<file path="config.mk">
export PLATFORM = sky130hd
export DESIGN_NAME = load_store_unit
export DESIGN_NICKNAME = d
export VERILOG_FILES = /design/src/rtl/load_store_unit.sv
export SDC_FILE = /design/constraint.sdc
export NUM_CORES = 1
export LEC_CHECK = 0
export BUFFER_PORTS_ARGS = -buffer_cell sky130_fd_sc_hd__buf_4
export CELL_PAD_IN_SITES_DETAIL_PLACEMENT = 0
export CELL_PAD_IN_SITES_GLOBAL_PLACEMENT = 1
export CORE_MARGIN = 2
export CORE_UTILIZATION = 38
export DETAILED_ROUTE_END_ITERATION = 7
export PLACE_DENSITY_LB_ADDON = 0.1
export SLEW_MARGIN = 5
export SYNTH_ARGS = -nofsm -noshare
export SYNTH_HDL_FRONTEND = slang
export SYNTH_SLANG_ARGS = --single-unit
</file>
<file path="constraint.sdc">
create_clock -name clk_i -period 3.36 [get_ports clk_i]
set_clock_uncertainty 0.2 [all_clocks]
set_input_delay 0.336 -clock clk_i [delete_from_list [all_inputs] [get_ports clk_i]]
set_output_delay 0.336 -clock clk_i [all_outputs]
set_load 0.05 [all_outputs]
</file>
<file path="src/rtl/load_store_unit.sv">
// Purpose: memory-access stage; turns EX/MEM load/store controls into a req/ack data-bus transaction and formats load data.
// Latency: 2 stall cycles minimum (IDLE + one REQ), load data valid in DONE; a bus timeout ends the access after TIMEOUT_CYCLES REQ cycles.
// Backpressure: Stall_o freezes the upstream pipeline while an access is pending; mem_req_o and all bus outputs hold until mem_ack_i.
module load_store_unit #(
    parameter int TIMEOUT_CYCLES = 16,
    parameter int CNT_W          = 5
) (
    input  logic        clk_i,
    input  logic        rst_i,
    input  logic        MemRead_i,
    input  logic        MemWrite_i,
    input  logic [2:0]  funct3_i,
    input  logic [31:0] Addr_i,
    input  logic [31:0] StoreData_i,
    output logic        mem_req_o,
    output logic        mem_we_o,
    output logic [31:0] mem_addr_o,
    output logic [3:0]  mem_be_o,
    output logic [31:0] mem_wdata_o,
    input  logic        mem_ack_i,
    input  logic [31:0] mem_rdata_i,
    output logic [31:0] DataMemReadData_o,
    output logic        Stall_o,
    output logic        fault_o,
    output logic        bus_err_o
);

    typedef enum logic [1:0] {
        IDLE = 2'd0,
        REQ  = 2'd1,
        DONE = 2'd2
    } state_t;

    // A zero TIMEOUT_CYCLES means the slave is trusted to always answer.
    localparam bit               TIMEOUT_EN = (TIMEOUT_CYCLES != 0);
    localparam logic [CNT_W-1:0] CNT_LAST   = TIMEOUT_EN ? CNT_W'(TIMEOUT_CYCLES - 1) : '0;

    state_t           state_q;
    state_t           state_d;
    logic [CNT_W-1:0] cnt_q;
    logic [2:0]       ld_f3_q;
    logic [1:0]       ld_off_q;

    logic             access;
    logic             is_store;
    logic             f3_illegal;
    logic             misaligned;
    logic             launch;
    logic             ack_done;
    logic             timeout;
    logic [3:0]       be_d;
    logic [31:0]      wdata_d;
    logic [31:0]      rd_shift;
    logic [31:0]      load_fmt;

    // Decode the incoming request: legality of funct3 and natural alignment.
    always_comb begin
        access     = MemWrite_i | MemRead_i;
        is_store   = MemWrite_i;
        f3_illegal = 1'b1;
        misaligned = 1'b0;
        case (funct3_i)
            3'b000, 3'b001, 3'b010: f3_illegal = 1'b0;
            3'b100, 3'b101:         f3_illegal = is_store;   // unsigned forms exist only for loads
            default:                f3_illegal = 1'b1;
        endcase
        case (funct3_i[1:0])
            2'b01:   misaligned = Addr_i[0];
            2'b10:   misaligned = |Addr_i[1:0];
            default: misaligned = 1'b0;
        endcase
    end

    assign fault_o = access & (f3_illegal | misaligned);

    // Byte enables and lane-replicated store data for the access size.
    always_comb begin
        be_d    = 4'b0000;
        wdata_d = StoreData_i;
        case (funct3_i[1:0])
            2'b00: begin
                be_d    = 4'b0001 << Addr_i[1:0];
                wdata_d = {4{StoreData_i[7:0]}};
            end
            2'b01: begin
                be_d    = 4'b0011 << {Addr_i[1], 1'b0};
                wdata_d = {2{StoreData_i[15:0]}};
            end
            default: begin
                be_d    = 4'b1111;
                wdata_d = StoreData_i;
            end
        endcase
    end

    // Extract the addressed byte/half from the returned word and extend it.
    always_comb begin
        rd_shift = mem_rdata_i >> {ld_off_q, 3'b000};
        load_fmt = mem_rdata_i;
        case (ld_f3_q)
            3'b000:  load_fmt = {{24{rd_shift[7]}},  rd_shift[7:0]};
            3'b001:  load_fmt = {{16{rd_shift[15]}}, rd_shift[15:0]};
            3'b100:  load_fmt = {24'd0, rd_shift[7:0]};
            3'b101:  load_fmt = {16'd0, rd_shift[15:0]};
            default: load_fmt = mem_rdata_i;
        endcase
    end

    // Next-state and stall; ack takes priority over a coincident timeout.
    always_comb begin
        state_d  = state_q;
        launch   = 1'b0;
        ack_done = 1'b0;
        timeout  = 1'b0;
        Stall_o  = 1'b0;
        case (state_q)
            IDLE: begin
                if (access && !fault_o) begin
                    launch  = 1'b1;
                    Stall_o = 1'b1;
                    state_d = REQ;
                end
            end
            REQ: begin
                Stall_o = 1'b1;
                if (mem_ack_i) begin
                    ack_done = 1'b1;
                    state_d  = DONE;
                end else if (TIMEOUT_EN && (cnt_q == CNT_LAST)) begin
                    timeout = 1'b1;
                    state_d = DONE;
                end
            end
            DONE: begin
                state_d = IDLE;
            end
            default: begin
                state_d = IDLE;
            end
        endcase
    end

    // State register.
    always_ff @(posedge clk_i) begin
        if (rst_i) begin
            state_q <= IDLE;
        end else begin
            state_q <= state_d;
        end
    end

    // Bus outputs, load result, timeout counter and error pulse.
    always_ff @(posedge clk_i) begin
        if (rst_i) begin
            mem_req_o         <= 1'b0;
            mem_we_o          <= 1'b0;
            mem_addr_o        <= '0;
            mem_be_o          <= '0;
            mem_wdata_o       <= '0;
            DataMemReadData_o <= '0;
            bus_err_o         <= 1'b0;
            cnt_q             <= '0;
            ld_f3_q           <= '0;
            ld_off_q          <= '0;
        end else begin
            bus_err_o <= 1'b0;
            if (launch) begin
                mem_req_o   <= 1'b1;
                mem_we_o    <= is_store;
                mem_addr_o  <= {Addr_i[31:2], 2'b00};
                mem_be_o    <= be_d;
                mem_wdata_o <= wdata_d;
                ld_f3_q     <= funct3_i;
                ld_off_q    <= Addr_i[1:0];
                cnt_q       <= '0;
            end else if (ack_done) begin
                mem_req_o <= 1'b0;
                if (!mem_we_o) begin
                    DataMemReadData_o <= load_fmt;
                end
            end else if (timeout) begin
                mem_req_o <= 1'b0;
                bus_err_o <= 1'b1;
                if (!mem_we_o) begin
                    DataMemReadData_o <= '0;   // a dead slave yields zero rather than stale data
                end
            end else if (state_q == REQ) begin
                cnt_q <= cnt_q + CNT_W'(1);
            end
        end
    end

endmodule

</file>
==> results of run 1 <==
==> layout make-up <==
type,instances,area [sq um],share of cell area [%]
Clock inverter,11,114,1.47
Timing Repair Buffer,255,2020,26.0
Tap cell,176,220,2.84
Sequential cell,113,2260,29.2
Multi-Input combinational cell,396,2630,34.0
Inverter,15,56.3,0.726
Clock buffer,21,450,5.81
==> worst min-delay path by stage <==
stage	from	endpoint	slack [ns]	cells after the start
2_1_floorplan	ld_f3_q[2]$_SDFFE_PP0P_	ld_f3_q[2]$_SDFFE_PP0P_	0.27	2
3_3_place_gp	DataMemReadData_o[5]$_SDFFE_PP0P_	DataMemReadData_o[5]$_SDFFE_PP0P_	0.26	2
3_5_place_dp	DataMemReadData_o[3]$_SDFFE_PP0P_	DataMemReadData_o[3]$_SDFFE_PP0P_	0.26	2
4_1_cts	StoreData_i[2]	mem_wdata_o[2]$_SDFFE_PP0P_	0.004	3
5_1_grt	mem_rdata_i[3]	DataMemReadData_o[3]$_SDFFE_PP0P_	0.01	3
6_report	StoreData_i[2]	mem_wdata_o[2]$_SDFFE_PP0P_	0.01	3
==> state kept, by name (all words and copies together) (netlist names) <==
| name | count |
|---|---|
| ld_f3_q | 3 |
| DataMemReadData_o | 32 |
| mem_we_o | 1 |
| mem_wdata_o | 32 |
| state_q | 2 |
| cnt_q | 5 |
| ld_off_q | 2 |
| mem_req_o | 1 |
| mem_be_o | 4 |
| mem_addr_o | 30 |
| bus_err_o | 1 |
==> stage by stage <==
stage	power (mW)	std cells	hold slack [ns]	instance area, sq um
2_1_floorplan	2.19	584	0.267	5260
3_3_place_gp	2.51	919	0.260	6830
3_5_place_dp	2.52	919	0.262	6830
4_1_cts	4.28	987	0.00440	7750
5_1_grt	4.42	987	0.0112	7750
6_report	4.26	987	0.0126	7750
==> power by group through the flow <==
stage          Clock [mW]  Combinational (mW)  Sequential [mW]
2_1_floorplan           0               0.408             1.78
3_3_place_gp            0               0.999             1.51
3_5_place_dp            0                1.01             1.51
4_1_cts              1.75                1.05             1.48
5_1_grt              1.82                1.11             1.49
6_report             1.73                1.05             1.49
==> cells in the mapped netlist, types with 2 or more instances <==
cell type                   number  share of area (%)
sky130_fd_sc_hd__buf_2          11                1.0
sky130_fd_sc_hd__a22oi_1        25                3.6
sky130_fd_sc_hd__a22o_1          8                1.3
sky130_fd_sc_hd__and3_1          3               0.36
sky130_fd_sc_hd__dfxtp_1       113                 43
sky130_fd_sc_hd__nand2_1        11               0.79
sky130_fd_sc_hd__inv_1          15                1.1
sky130_fd_sc_hd__a21oi_1        93                8.9
sky130_fd_sc_hd__mux2i_1        24                4.6
sky130_fd_sc_hd__o21ai_0        64                6.1
sky130_fd_sc_hd__o2bb2ai_1       7                1.2
sky130_fd_sc_hd__clkbuf_1       32                2.3
sky130_fd_sc_hd__nor2_1         13               0.93
sky130_fd_sc_hd__a31oi_1         2               0.24
sky130_fd_sc_hd__xor2_1          2               0.33
sky130_fd_sc_hd__a211oi_2       25                6.0
sky130_fd_sc_hd__o21ai_1         5               0.48
sky130_fd_sc_hd__nor2b_1         4               0.48
sky130_fd_sc_hd__nand4_1         2               0.24
sky130_fd_sc_hd__o221ai_1        6                1.0
sky130_fd_sc_hd__o211ai_1       11                1.6
sky130_fd_sc_hd__ha_1            5                1.2
sky130_fd_sc_hd__buf_6           5                1.1
sky130_fd_sc_hd__buf_4          11                1.6
sky130_fd_sc_hd__a311oi_1        2               0.33
sky130_fd_sc_hd__or2_2           2               0.24
sky130_fd_sc_hd__nand3_1        47                4.5
sky130_fd_sc_hd__nor3_1          5               0.48
sky130_fd_sc_hd__nor2_4          2               0.43
sky130_fd_sc_hd__a2bb2oi_1       7                1.2
sky130_fd_sc_hd__nand2b_1        3               0.36
==> cells in the final DEF, fill, tap and decap left out, types with 5 or more instances in the layout <==
cell                            count
sky130_fd_sc_hd__buf_4            218
sky130_fd_sc_hd__dfxtp_1          113
sky130_fd_sc_hd__a21oi_1           92
sky130_fd_sc_hd__o21ai_0           64
sky130_fd_sc_hd__nand3_1           47
sky130_fd_sc_hd__dlygate4sd3_1     36
sky130_fd_sc_hd__a211oi_2          25
sky130_fd_sc_hd__a22oi_1           25
sky130_fd_sc_hd__mux2i_1           24
sky130_fd_sc_hd__clkbuf_16         17
sky130_fd_sc_hd__inv_1             15
sky130_fd_sc_hd__nor2_1            13
sky130_fd_sc_hd__nand2_1           11
sky130_fd_sc_hd__o211ai_1          11
sky130_fd_sc_hd__a22o_1             8
sky130_fd_sc_hd__a2bb2oi_1          7
sky130_fd_sc_hd__o2bb2ai_1          7
sky130_fd_sc_hd__o221ai_1           6
sky130_fd_sc_hd__clkinv_2           6
sky130_fd_sc_hd__nor3_1             5
sky130_fd_sc_hd__o21ai_1            5
sky130_fd_sc_hd__ha_1               5
==> metal layers <==
layer | track usage (%) | share of wire, % | vias to the layer above
met5 | 0 | 0 | -
met4 | 8.26 | 1.8 | 0
met3 | 6.84 | 7.4 | 25
met2 | 38.3 | 49 | 202
met1 | 28.3 | 42 | 2559
li1 | - | - | 2597
==> timing repair <==
action                                 CTS  global route
hold buffers                            36             0
setup buffers                            0             0
endpoints found under the hold margin   36             0
==> tightest hold or removal path: cells and delay by family <==
family	cells	cell delay, ns
buffers and inverters	1	0.13
and+or+nand+nor	1	0.06
AOI/OAI and AO/OA	1	0.05
==> cells by family after synthesis <==
| group | count (synthesis) |
|---|---|
| adders and majority gates | 5 |
| and+or+nand+nor | 98 |
| other | 1 |
| xor gates and xnor gates | 3 |
| buffers and inverters | 75 |
| AOI/OAI and AO/OA | 263 |
| muxes | 25 |
| DFF | 113 |
==> run metrics, run 1 <==
antenna violations before repair 0; cell-internal power just under 3 mW; largest net degree at the start of global routing 63; HPWL after detailed placement 11800 um; Post-Synth Simple-Gate Area approximately a tenth; count of final setup violators 0; count of synthesis-stage warnings from yosys 0; area share of xor/xnor cells in the synthesized design 0.500%; Syn-to-layout area delta 47.6%; global-route wire length before repair 26400 um; capture instance of the worst register-to-register path DataMemReadData_o[18]$_SDFFE_PP0P_; critical path type input port to output pin; Final Slew Violations 0; number of inserted filler cells in the final layout about 1300; peak ir drop on the vdd network 269 uV; kind of capture point of the worst setup path output pin; TritonCTS clock tree yes; CP Data Arrival Time 2.52 ns; family with the most delay on the worst path buffers and inverters; Die Y-Extent about 120 um; Critical Path Start funct3_i[1]; via count of the first global-routing pass 5070; Unique masters post-synth 49; number of port buffers 206; Clock Sinks approximately 110; dominant cell type by count on the critical path sky130_fd_sc_hd__buf_4; last element of the critical path Stall_o; logic depth of the worst setup path including buffers 9; worst slew pin tran 0.742 ns; cell area power density 549 nW/um^2; result of the run finished, final reports clean; number of flops mapped to enable cells by yosys 0; normalized max-slew margin 50.4%; critical path, cell by cell dlygate4sd3_1 -> buf_4 -> inv_1 -> ha_1 -> o21bai_1 -> a21oi_4 -> a31oi_1 -> nor2_1 -> buf_4; Hold/Removal Path Class input port to register; total number of vias approximately 5400; syn_area_per_cell 9.01 sq um; number of ports placed on the die boundary 209; required time worst endpoint between 2 and 3 ns; LEAKAGE ~3.2 nW; cts bufs inserted 17; share of layout cells above drive strength 1 a little over a third; critical path startpoint category input port; count of antenna-violating nets left after detailed routing 0; dominant combinational cell family by area after synthesis compound AO/OA/AOI/OAI gates; area of the die 14800 sq um; number of standard-cell rows in the floorplan 42; proportion of register bits with asynchronous set or reset after synthesis 0%; number of resized instances in the post-cts repair step 0; worst setup margin 0.304 ns; maximum buffer depth of the clock tree 2; clock-pin slew reported for the worst setup and hold paths after clock tree synthesis 0.05 ns; utilization after layout 58.1%; launch instance of the worst register-to-register path ld_off_q[1]$_SDFFE_PP0P_; starting utilization of the core area 39.4%; post-layout min period 3.06 ns; primary flip-flop cell chosen by synthesis mapping sky130_fd_sc_hd__dfxtp_1; depth of the worst register-to-register path 5; final routed DRC violation total 0; count of endpoints failing hold in the final timing report 0; setup TNS 0 ns; antenna fix cells 0; highest-delay cell along the critical path sky130_fd_sc_hd__dlygate4sd3_1; max-cap violation count 0; average wire length per cell after detail routing 17.7 um; Slowest Stage Delay on Critical Path 0.56 ns; period utilisation layout about nine tenths; first-pass iteration count of the detailed router 5; GR Util All Layers between 20% and 30%; Clock Root Buffer sky130_fd_sc_hd__clkbuf_16; die span in x about 120 um; number of DRC markers after the initial detailed-route iteration 400; number of buffers and inverters on the critical path 4; gp weighted congestion between 0.8 and 0.9; Mapped Area 5250 sq um; Cells after Synth 583; unrepaired setup endpoints after global routing false; count of nets after finishing about 900; highest attainable clock frequency roughly 0.33 GHz; combinational power share around 25%; CTS H-tree lvls 4; highest net fanout along the worst path 13; area of the core region 13300 sq um; number of register bits inferred by synthesis 113; clock share of power between 40% and 50%; total routed wirelength 17500 um; sequential group share of total power 34.9%; Adder-Cell Fraction of Synth Area 1.19%; global-route congestion overflow total 0; Skew-Pair Late Insertion Delay 0.41 ns; pre-CTS setup slack a little under 0.8 ns; routed via count divided by cell count 5.45; sw frac 31.9%; net load switching power 1.36 mW; worst setup slack for register-to-register paths around 0.9 ns; multiplexer share of the synthesized area 5.00%; post-synthesis compound-gate area fraction about a third; proportion of synthesized chip area in sequential cells 43.1%
No activity file was read; power rests on OpenSTA's default activity.
==> inputs of run 2 (changes only) <==
- CORE_UTILIZATION: 38 -> 39
- CTS_BUF_LIST: unset -> sky130_fd_sc_hd__clkbuf_8
==> run metrics, run 2 (synthesis gave the netlist of run 1 again) <==
result of the run finished, final reports clean; depth of the worst register-to-register path 5; normalized max-slew margin 52.5%; Syn-to-layout area delta 48.8%; highest attainable clock frequency 0.328 GHz; Clock Sinks 113; required time worst endpoint between 2 and 3 ns; utilization after layout between 50% and 60%; gr busiest metal met2; critical path startpoint category input port; TritonCTS clock tree yes; count of nets after finishing 923; grt met3 use 6.84%; LEAKAGE around 3.2 nW; die span in x 120 um; Die Y-Extent between 100 and 150 um; post-layout min period 3.04 ns; antenna violations before repair 0; Storage cell area 2260 sq um; gp weighted congestion roughly 0.87; area used by multi-input combinational logic between 2000 and 3000 sq um; count of final setup violators 0; setup TNS 0 ns; max-cap violation count 0; maximum buffer depth of the clock tree 2; worst slew pin tran roughly 0.71 ns; global-route wire length before repair 27400 um; startpoint of the worst hold path mem_rdata_i[19]; highest-delay cell along the critical path sky130_fd_sc_hd__dlygate4sd3_1; worst setup slack for register-to-register paths 1.00 ns; area of the core region ~13000 sq um; CP Data Arrival Time 2.51 ns; capture instance of the worst register-to-register path DataMemReadData_o[18]$_SDFFE_PP0P_; Hold Path Cell Cnt 3; CTS H-tree lvls 4; M2 GR Usage between 40% and 50%; global-route track usage on met1 29.4%; Hold/Removal Path Class input port to register; final routed DRC violation total 0; GR Util All Layers 24.0%; kind of capture point of the worst setup path output pin; total number of vias 5431; Slowest Stage Delay on Critical Path 0.54 ns; via count of the first global-routing pass 5303; number of buffers and inverters on the critical path 4; dominant cell type by count on the critical path sky130_fd_sc_hd__buf_4; largest registers DataMemReadData_o: 32 flops, mem_wdata_o: 32 flops, mem_addr_o: 30 flops; antenna fix cells 0; sum of internal, switching and leakage power between 4 and 5 mW; average wire length per cell after detail routing between 15 and 20 um; clock-pin slew reported for the worst setup and hold paths after clock tree synthesis ~0.07 ns; Final Hold Slack 0.0259 ns; endpoint of the worst hold path DataMemReadData_o[19]$_SDFFE_PP0P_; launch instance of the worst register-to-register path ld_off_q[0]$_SDFFE_PP0P_; global-route congestion overflow total 0; highest net fanout along the worst path 16; area of the die around 14000 sq um; share of layout cells above drive strength 1 34.0%; most common library cell in the layout ignoring fill and taps sky130_fd_sc_hd__buf_4; Clock Root Buffer sky130_fd_sc_hd__clkbuf_8; critical path type input port to output pin; starting utilization of the core area between 30 and 40%; commonest cells after routing, fill and taps aside sky130_fd_sc_hd__buf_4 (217), sky130_fd_sc_hd__dfxtp_1 (113), sky130_fd_sc_hd__a21oi_1 (92); HPWL after detailed placement 11900 um; cell area power density around 520 nW/um^2; largest net degree at the start of global routing 66; count of endpoints failing hold in the final timing report 0; total routed wirelength 17300 um; critical path, cell by cell dlygate4sd3_1 -> buf_4 -> inv_1 -> ha_1 -> o21bai_1 -> a21oi_4 -> a31oi_1 -> nor2_1 -> buf_4; number of inserted filler cells in the final layout between 1000 and 1500; Final Slew Violations 0; routed via count divided by cell count 5.42; first-pass iteration count of the detailed router 5; unrepaired setup endpoints after global routing false; number of ports placed on the die boundary 209; number of port buffers 206; period utilisation layout 90.6%; Skew-Pair Late Insertion Delay between 0.4 and 0.5 ns; count of antenna-violating nets left after detailed routing 0; peak ir drop on the vdd network approximately 360 uV; number of standard-cell rows in the floorplan between 40 and 50; number of DRC markers after the initial detailed-route iteration 448; family with the most delay on the worst path buffers and inverters; number of resized instances in the post-cts repair step 0; cts bufs inserted 17
==> run 2: worst max path at each step <==
| stage | from | to | slack, ns | depth (start not counted) |
|---|---|---|---|---|
| detailed placement | funct3_i[1] | mem_wdata_o[16]$_SDFFE_PP0P_ | 0.73 | 8 |
| CTS | funct3_i[1] | Stall_o | 0.30 | 9 |
| floorplan | funct3_i[1] | fault_o | 0.33 | 8 |
| finish | funct3_i[1] | Stall_o | 0.32 | 9 |
| global placement | funct3_i[1] | mem_be_o[3]$_SDFFE_PP0P_ | 0.80 | 8 |
| global route | funct3_i[1] | Stall_o | 0.23 | 9 |
==> run 2: what timing repair did <==
item	in CTS	in global routing
buffers inserted	0	0
hold buffers	53	0
hold endpoints to repair	53	0
==> run 2: report_power, final <==
group / internal (mW) / total (mW) / switching [mW]
registers: 1.43 / 1.48 / 0.0543
logic: 0.380 / 1.06 / 0.683
clock network: 0.963 / 1.50 / 0.541
total: 2.77 / 4.05 / 1.28
==> run 2: area by class of cell <==
class	count	area share, %
inverter	15	0.720
sequential	113	28.9
clock buffer	18	3.17
multi-input combinational	396	33.7
tap	176	2.82
clock inverter	13	2.78
timing repair buffer	271	27.9
==> run 2: worst register-to-register path, cell delays in order, from the launching register on <==
cell	delay, ns
sky130_fd_sc_hd__dfxtp_1	0.58
sky130_fd_sc_hd__buf_4	0.33
sky130_fd_sc_hd__mux2i_1	0.21
sky130_fd_sc_hd__a2bb2oi_1	0.23
sky130_fd_sc_hd__a2111o_1	0.50
sky130_fd_sc_hd__o21ai_0	0.17
==> run 2: layer usage <==
metal	up-vias	part of all wire (%)
li1	2628	-
met1	2591	41
met2	197	50
met3	15	7.0
met4	0	1.5
met5	-	0
==> run 2: per-stage QoR <==
stage               std cells  setup slack, ns  area [sq um]
finish                   1002            0.316          7820
global route             1002            0.226          7820
CTS                      1002            0.295          7820
detailed placement        918            0.727          6820
global placement          918            0.804          6820
floorplan                 584            0.332          5260
==> inputs of run 3 (changes only) <==
- clock period: 3.36 -> 3.7 ns (I/O delays scaled with it)
==> run metrics, run 3 (synthesis gave the netlist of run 1 again) <==
result of the run finished, final reports clean; Syn-to-layout area delta 42.7%; sum of internal, switching and leakage power ~3.3 mW; highest attainable clock frequency 0.293 GHz; number of placed instances with taps included 917; Clock Root Buffer sky130_fd_sc_hd__clkbuf_8; largest net degree at the start of global routing 78; area of the core region 13200 sq um; maximum buffer depth of the clock tree 2; unrepaired setup endpoints after global routing false; critical path startpoint category input port; count of endpoints failing hold in the final timing report 0; Storage cell area roughly 2300 sq um; period utilisation layout roughly 90%; number of resized instances in the post-cts repair step 0; antenna violations before repair 0; largest registers DataMemReadData_o: 32 flops, mem_wdata_o: 32 flops, mem_addr_o: 30 flops; CP Data Arrival Time 2.85 ns; highest-delay cell along the critical path sky130_fd_sc_hd__dlygate4sd3_1; Clock Sinks 113; endpoint of the worst hold path DataMemReadData_o[6]$_SDFFE_PP0P_; worst setup slack for register-to-register paths roughly 1.1 ns; startpoint of the worst hold path mem_rdata_i[6]; clock-pin slew reported for the worst setup and hold paths after clock tree synthesis 0.06 ns; share of layout cells above drive strength 1 34.9%; worst setup margin 0.283 ns; total routed wirelength 17300 um; die span in x 120 um; post-layout min period 3.42 ns; capture instance of the worst register-to-register path DataMemReadData_o[16]$_SDFFE_PP0P_; HPWL after detailed placement 11700 um; CTS H-tree lvls 4; worst slew pin tran between 0.9 and 1 ns; number of non-filler instances in the completed layout 979; highest net fanout along the worst path 16; global-route congestion overflow total 0; Final Slew Violations 0; Slowest Stage Delay on Critical Path 0.56 ns; number of DRC markers after the initial detailed-route iteration 389; cell area power density 446 nW/um^2; average wire length per cell after detail routing 17.7 um; GR Util All Layers a little under a quarter; setup TNS 0 ns; peak ir drop on the vdd network about 300 uV; postcts setup bufs 0; commonest cells after routing, fill and taps aside sky130_fd_sc_hd__buf_4 (216), sky130_fd_sc_hd__dfxtp_1 (113), sky130_fd_sc_hd__a21oi_1 (92); number of inserted filler cells in the final layout about 1200; number of port buffers between 200 and 250; global-route wire length before repair 26700 um; via count of the first global-routing pass 5144; final routed DRC violation total 0; total number of vias between 5000 and 6000; critical path, cell by cell dlygate4sd3_1 -> buf_4 -> inv_1 -> ha_1 -> o21bai_1 -> a21oi_4 -> a31oi_1 -> nor2_1 -> buf_4; max-cap violation count 0; area of the die 14400 sq um; depth of the worst register-to-register path 5; required time worst endpoint 3.13 ns; Hold Path Cell Cnt 3; starting utilization of the core area 39.8%; Hold/Removal Path Class input port to register; number of standard-cell rows in the floorplan 42; count of nets after finishing 902; gp weighted congestion 0.877; count of final setup violators 0; number of ports placed on the die boundary 209; cts bufs inserted 17; normalized max-slew margin 36.0%; critical path type input port to output pin; area used by multi-input combinational logic 2640 sq um; antenna fix cells 0; kind of capture point of the worst setup path output pin; launch instance of the worst register-to-register path ld_off_q[1]$_SDFFE_PP0P_; count of antenna-violating nets left after detailed routing 0; LEAKAGE 3.05 nW; most common library cell in the layout ignoring fill and taps sky130_fd_sc_hd__buf_4; dominant cell type by count on the critical path sky130_fd_sc_hd__buf_4; routed via count divided by cell count 5.46; Critical Path Start funct3_i[1]; first-pass iteration count of the detailed router 5; TritonCTS clock tree yes; Die Y-Extent 120 um; pre-CTS setup slack 0.709 ns; Skew-Pair Late Insertion Delay 0.43 ns
## run 3: cell count changes in the layout (fill, tap and decap cells not counted), sizes merged
cell and delta:
a21oi +1, buf -1, bufinv -5, clkbuf +3, clkinv +3, clkinvlp -2, dlygate4sd3 -21, inv -1
## run 3: per-stage QoR
| stage | hold WS, ns | area (sq um) | utilization, % |
|---|---|---|---|
| 2_1_floorplan | 0.267 | 5260 | - |
| 3_3_place_gp | 0.262 | 6810 | 51.7 |
| 3_5_place_dp | 0.261 | 6810 | 51.7 |
| 4_1_cts | 0.00322 | 7490 | 56.8 |
| 5_1_grt | 0.00668 | 7500 | 56.8 |
| 6_report | 0.0252 | 7500 | 56.8 |
## run 3: per-layer routing
metal	track usage, %	vias to the layer above	share of wire (%)
met5	0	-	0
met4	7.87	0	1.9
li1	-	2588	-
met2	39.0	163	50
met1	29.0	2569	42
met3	6.65	26	6.0
## run 3: layout make-up
cell class	count	share of cell area, %
repair buffers	249	26.2
well taps	176	2.94
inverters	15	0.751
flip-flops and latches	113	30.2
multi-input cells	397	35.3
clock inverters	8	0.851
clock buffers	21	3.86
## run 3: worst max-delay path, delay by kind of cell
kind | cells | cell delay [ns]
AOI/OAI and AO/OA | 3 | 0.84
adders and majority gates | 1 | 0.52
buffers and inverters | 4 | 1.00
and+or+nand+nor | 1 | 0.11
## run 3: timing repair
item	in CTS	in global routing
hold buffers	32	0
endpoints found under the hold margin	32	0
setup endpoints to repair	0	1
## run 3: worst max-delay path by stage
stage	slack, ns	endpoint	depth (start not counted)
2_1_floorplan	0.60	fault_o	8
3_3_place_gp	0.81	mem_wdata_o[12]$_SDFFE_PP0P_	8
3_5_place_dp	0.71	mem_wdata_o[16]$_SDFFE_PP0P_	8
4_1_cts	0.16	Stall_o	9
5_1_grt	0.08	Stall_o	9
6_report	0.28	Stall_o	9
## run 3: where the power goes
group          leakage, nW  total (mW)  internal, mW  switching [mW]
Sequential           0.921        1.35          1.30          0.0503
Clock                0.194        1.05         0.580           0.470
Combinational         1.93       0.947         0.330           0.617
Total                 3.05        3.34          2.21            1.14
